--- src/rtl/data_ram_pkg.sv ---
// Shared constants and helpers for the byte-strobed data memory.
package data_ram_pkg;

   localparam int WORD_W = 32;
   localparam int LANES  = 4;
   localparam int BYTE_W = 8;

   // Number of word-index bits needed to address a memory of the given depth.
   function automatic int idx_width(input int depth);
      return $clog2(depth);
   endfunction

endpackage

--- src/rtl/data_ram_lane.sv ---
// One byte column of the data memory: DEPTH x 8 storage, single write port,
// combinational read, whole column cleared by asynchronous reset.
module data_ram_lane #(
   parameter int DEPTH = 64,
   parameter int IDX_W = 6
) (
   input  logic             clk,
   input  logic             rst,
   input  logic             we,
   input  logic [IDX_W-1:0] index,
   input  logic [7:0]       din,
   output logic [7:0]       dout
);

   logic [7:0] mem [DEPTH];

   // Byte storage: reset clears every entry, otherwise write the strobed byte.
   always_ff @(posedge clk or posedge rst) begin
      if (rst) begin
         for (int i = 0; i < DEPTH; i++) begin
            mem[i] <= '0;
         end
      end else if (we) begin
         mem[index] <= din;
      end
   end

   // Read port: addressed byte, no bypass of a write pending this cycle.
   always_comb begin
      dout = mem[index];
   end

endmodule

--- src/rtl/data_ram.sv ---
// Word-organised data memory with per-byte write strobes for the RV32 core.
// Loads are combinational; stores land on the rising edge of clk.
// Optional macro DATA_RAM_BOUNDS_CHECK_EN: addresses with any bit set above the
// word index drop the write and read as zero instead of wrapping.
module data_ram
   import data_ram_pkg::*;
#(
   parameter int DEPTH  = 64,
   parameter int ADDR_W = 32
) (
   input  logic              clk,
   input  logic              rst,
   input  logic              we,
   input  logic [3:0]        mem_wmask,
   input  logic [ADDR_W-1:0] address,
   input  logic [31:0]       data_in,
   output logic [31:0]       data_out
);

   localparam int IDX_W = idx_width(DEPTH);

   logic [IDX_W-1:0]  index;
   logic              oob;
   logic [WORD_W-1:0] lane_data;
   logic              unused_addr_bits;

   assign index = address[IDX_W+1:2];

   // Byte offset never selects lanes; upper bits only matter for bounds checking.
   assign unused_addr_bits = ^{address[ADDR_W-1:IDX_W+2], address[1:0]};

`ifdef DATA_RAM_BOUNDS_CHECK_EN
   // Out-of-range when any bit above the word index is set.
   always_comb begin
      oob = |address[ADDR_W-1:IDX_W+2];
   end
`else
   // Upper bits ignored: the address wraps modulo DEPTH words.
   always_comb begin
      oob = 1'b0;
   end
`endif

   for (genvar g = 0; g < LANES; g++) begin : g_lane
      data_ram_lane #(
         .DEPTH (DEPTH),
         .IDX_W (IDX_W)
      ) u_lane (
         .clk   (clk),
         .rst   (rst),
         .we    (we & mem_wmask[g] & ~oob),
         .index (index),
         .din   (data_in[g*BYTE_W +: BYTE_W]),
         .dout  (lane_data[g*BYTE_W +: BYTE_W])
      );
   end

   // Output word: concatenated lanes, forced to zero for out-of-range addresses.
   always_comb begin
      data_out = oob ? '0 : lane_data;
   end

endmodule

--- config.mk ---
export PLATFORM = sky130hd
export DESIGN_NAME = data_ram
export DESIGN_NICKNAME = d
export VERILOG_FILES = /design/src/rtl/data_ram_pkg.sv /design/src/rtl/data_ram_lane.sv /design/src/rtl/data_ram.sv
export SDC_FILE = /design/constraint.sdc
export NUM_CORES = 2
export LEC_CHECK = 0
export CAP_MARGIN = 15
export CORE_ASPECT_RATIO = 0.7
export CORE_MARGIN = 1.5
export CORE_UTILIZATION = 55
export DETAILED_ROUTE_END_ITERATION = 6
export PLACE_DENSITY_LB_ADDON = 0.2
export REMOVE_ABC_BUFFERS = 1
export SYNTH_ARGS = -nofsm -noshare
export SYNTH_HDL_FRONTEND = slang
export SYNTH_SLANG_ARGS = --single-unit
export TNS_END_PERCENT = 100
--- constraint.sdc ---
create_clock -name clk -period 112.5 [get_ports clk]
set_input_delay 16.875 -clock clk [delete_from_list [all_inputs] [get_ports clk]]
set_output_delay 16.875 -clock clk [all_outputs]
set_load 0.02 [all_outputs]
==> results_dict.tcl <==
set metrics [dict create \
    grt_util_all_layers_pct 33.0 \
    drtPass1Iterations 7 \
    critPathArrivalTime_ns 22.47 \
    grt_pass1_vias 64800 \
    wire_per_inst_um 31.1 \
    clock-root-buffer "clkbuf_16" \
    ir_worst_vdd_uv 13.5 \
    utilization_pct 60.6 \
    final_antenna_net_count 0 \
    start_util_pct 55.6 \
    grt_max_degree 178 \
    drc 3 \
    cts_buffer_depth 3 \
    routed_via_density 6.83 \
    holdPathStages 1 \
    syn_to_final_growth_pct 8.97 \
    cts_setup_buffers 0 \
    min_to "g_lane[1].u_lane.mem[440]" \
    clkSlewWorstSetupHoldPaths_ns 0.06 \
    synth_top_area_share_pct 53.6 \
    antenna_found_initial 15 \
    hp-start "g_lane[1].u_lane.mem[440]" \
    clock-sinks 2048 \
    mostFrequentLayoutCell "mux2_2" \
    die_y_um 352 \
    tightestPinTransition_ns 1.26 \
    synth_cell_types 75 \
    violations "DRC" \
    fin_setup_tns_ns 0 \
    reg2reg_depth 1 \
    vias 64300 \
    hold_class "reg2reg" \
    max_slew_margin_pct 16.3 \
    synth_edf_count 0 \
    gp_congestion 0.829 \
    drt-total-wl_um 293000 \
    dp_cells 9050 \
    finalNonFillerCells 9410 \
    place_area_sq_um 97600 \
    cts_buffers 191 \
    cts_tree "done" \
    regMostFlops "g_lane.u_lane.mem" \
    worstSetupPathType "in2out" \
    timing.critical_path.from_type "input pin" \
    ys_top_cells_by_area "dfrtp_1 54%, mux2_2 26%, a221oi_1 3.6%" \
    grt_overflow 0 \
    synthesis.area_sq_um 95700 \
    rrSetupSlack_ns 111.68 \
    ys_warn_count 0 \
    pin_count 103 \
    insertion_delay_ns 0.85 \
    core_area_sq_um 172000 \
    cts_resized 0 \
    ys_ff_latch 2048 \
    maxCapViolCount 0 \
    p_leak_uw 0.0473 \
    p_per_area_nw_per_um2 16.1 \
    io_buffers 76 \
    syn_area_per_cell_sq_um 13.4 \
    required_ns 95.62 \
    drt_iter0_markers 6993 \
    setup_viol 0 \
    fin_crit_ns 39.35 \
    slew_violations 0 \
    yosysTopAreaCell "dfrtp_1" \
    drive_gt1_share_pct 43.5 \
    largestRegisters "g_lane.u_lane.mem: 2048 flops" \
    r2r_start "g_lane[2].u_lane.mem[378]" \
    hpwlAfterDp_um 171000 \
    placement_rows 127 \
    final_cell_mix "2224 x mux2_2, 2048 x dfrtp_1, 392 x a221oi_1" \
    fmax_mhz 25.4 \
    asyncSetResetFlopFracSynth_pct 100 \
    fin_crit_sh_pct 35.0 \
    largest_reg_flops 2048 \
    rsz0062_at_grt "no" \
    ys.flop_type "dfrtp_1" \
    htree_levels 4 \
    die_area_sq_um 177000 \
    r2r_end "g_lane[2].u_lane.mem[378]" \
    status "finished with violations" \
    postSynthCellCount 7158 \
    grt_pass1_wl_um 437000 \
    fin_nets 7005 \
    postLayoutCellArea_sq_um 104000 \
    critPathCaptureType "primary output" \
    finClkSkew_ns 0 \
    holdBufCountCts 0 \
    die_w_um 502 \
    hold_violations 0 \
    yosysSeqAreaShare_pct 53.6 \
    crit_fanout 95 \
]
[power breakdown]
group	leakage [uW]	internal (uW)	total, uW	switching (uW)
registers	0.0279	797	827	30.2
clock network	0.00314	379	667	288
logic	0.0163	77.1	181	104
[kinds of logic after synthesis]
| kind of cell | share of synthesized area [%] |
|---|---|
| mux | 27.7 |
| flops | 53.6 |
| compound gates | 9.39 |
| simple gates | 6.24 |
| buf+inv | 3.06 |
[cell usage after synthesis, types with 6 or more instances]
| cell type | instances |
|---|---|
| o221ai_1 | 20 |
| mux2_2 | 2224 |
| a221oi_1 | 392 |
| o41a_1 | 20 |
| mux2i_1 | 76 |
| o211ai_1 | 8 |
| o2bb2ai_1 | 23 |
| nand4_1 | 20 |
| buf_6 | 12 |
| buf_4 | 44 |
| nor2_1 | 84 |
| and2_1 | 6 |
| and3_1 | 19 |
| nand2b_1 | 48 |
| o22ai_1 | 100 |
| nand3_1 | 96 |
| a31oi_1 | 7 |
| buf_1 | 86 |
| nor2b_1 | 10 |
| or4_1 | 9 |
| o41ai_1 | 13 |
| a22o_1 | 47 |
| clkbuf_1 | 300 |
| buf_2 | 197 |
| and3b_1 | 38 |
| a21oi_1 | 192 |
| a211oi_1 | 6 |
| a221o_1 | 63 |
| nor2_2 | 212 |
| nor3b_1 | 18 |
| or3b_2 | 87 |
| nand3b_1 | 150 |
| dfrtp_1 | 2048 |
| nand2_1 | 115 |
| o22a_1 | 30 |
| o21ai_0 | 65 |
| a22oi_1 | 141 |
| nor3_1 | 12 |
| a41oi_1 | 6 |
| mux4_2 | 32 |
[stage by stage]
step	setup WS, ns	power, uW	hold WS, ns
floorplan	37.78	946	0.472
global placement	73.15	1010	0.481
detailed placement	73.18	1020	0.487
CTS	73.16	1680	0.501
global route	73.04	1730	0.506
finish	73.15	1670	0.498
[metal layers]
layer	up-vias	global-route usage [%]	part of all wire [%]
met5	-	0	0.038
met4	18	10.4	3.2
met3	546	8.03	9.6
met2	3017	48.0	44
met1	34300	48.5	43
li1	26400	-	-
[cell type report]
class	instances	area (sq um)
clock buffers	301	5910
inverters	7	53.8
multi-input cells	4463	41700
flip-flops and latches	2048	51200
fillers	13300	67800
repair buffers	223	1980
clock inverters	42	462
well taps	2322	2910
diodes	4	10.0
[worst max-delay path by stage]
| stage | from | end | slack, ns |
|---|---|---|---|
| final | address[2] | data_out[6] | 73.15 |
| after global routing | address[2] | data_out[6] | 73.04 |
| after CTS | address[2] | data_out[6] | 73.16 |
| after detailed placement | address[2] | data_out[6] | 73.18 |
| after global placement | address[2] | data_out[6] | 73.15 |
| after floorplan | rst | g_lane[0].u_lane.mem[0] | 37.78 |
[critical path: stages]
cell             delay, ns
buf_8                 0.50
buf_4                 0.70
buf_4                 0.57
nor2b_4               0.86
buf_4                 0.58
buf_4                 0.56
a221oi_1              0.19
o22ai_1               0.47
a22oi_1               0.23
nand4_1               0.20
clkdlybuf4s50_1       0.62
(Power assumes the default switching activity.)
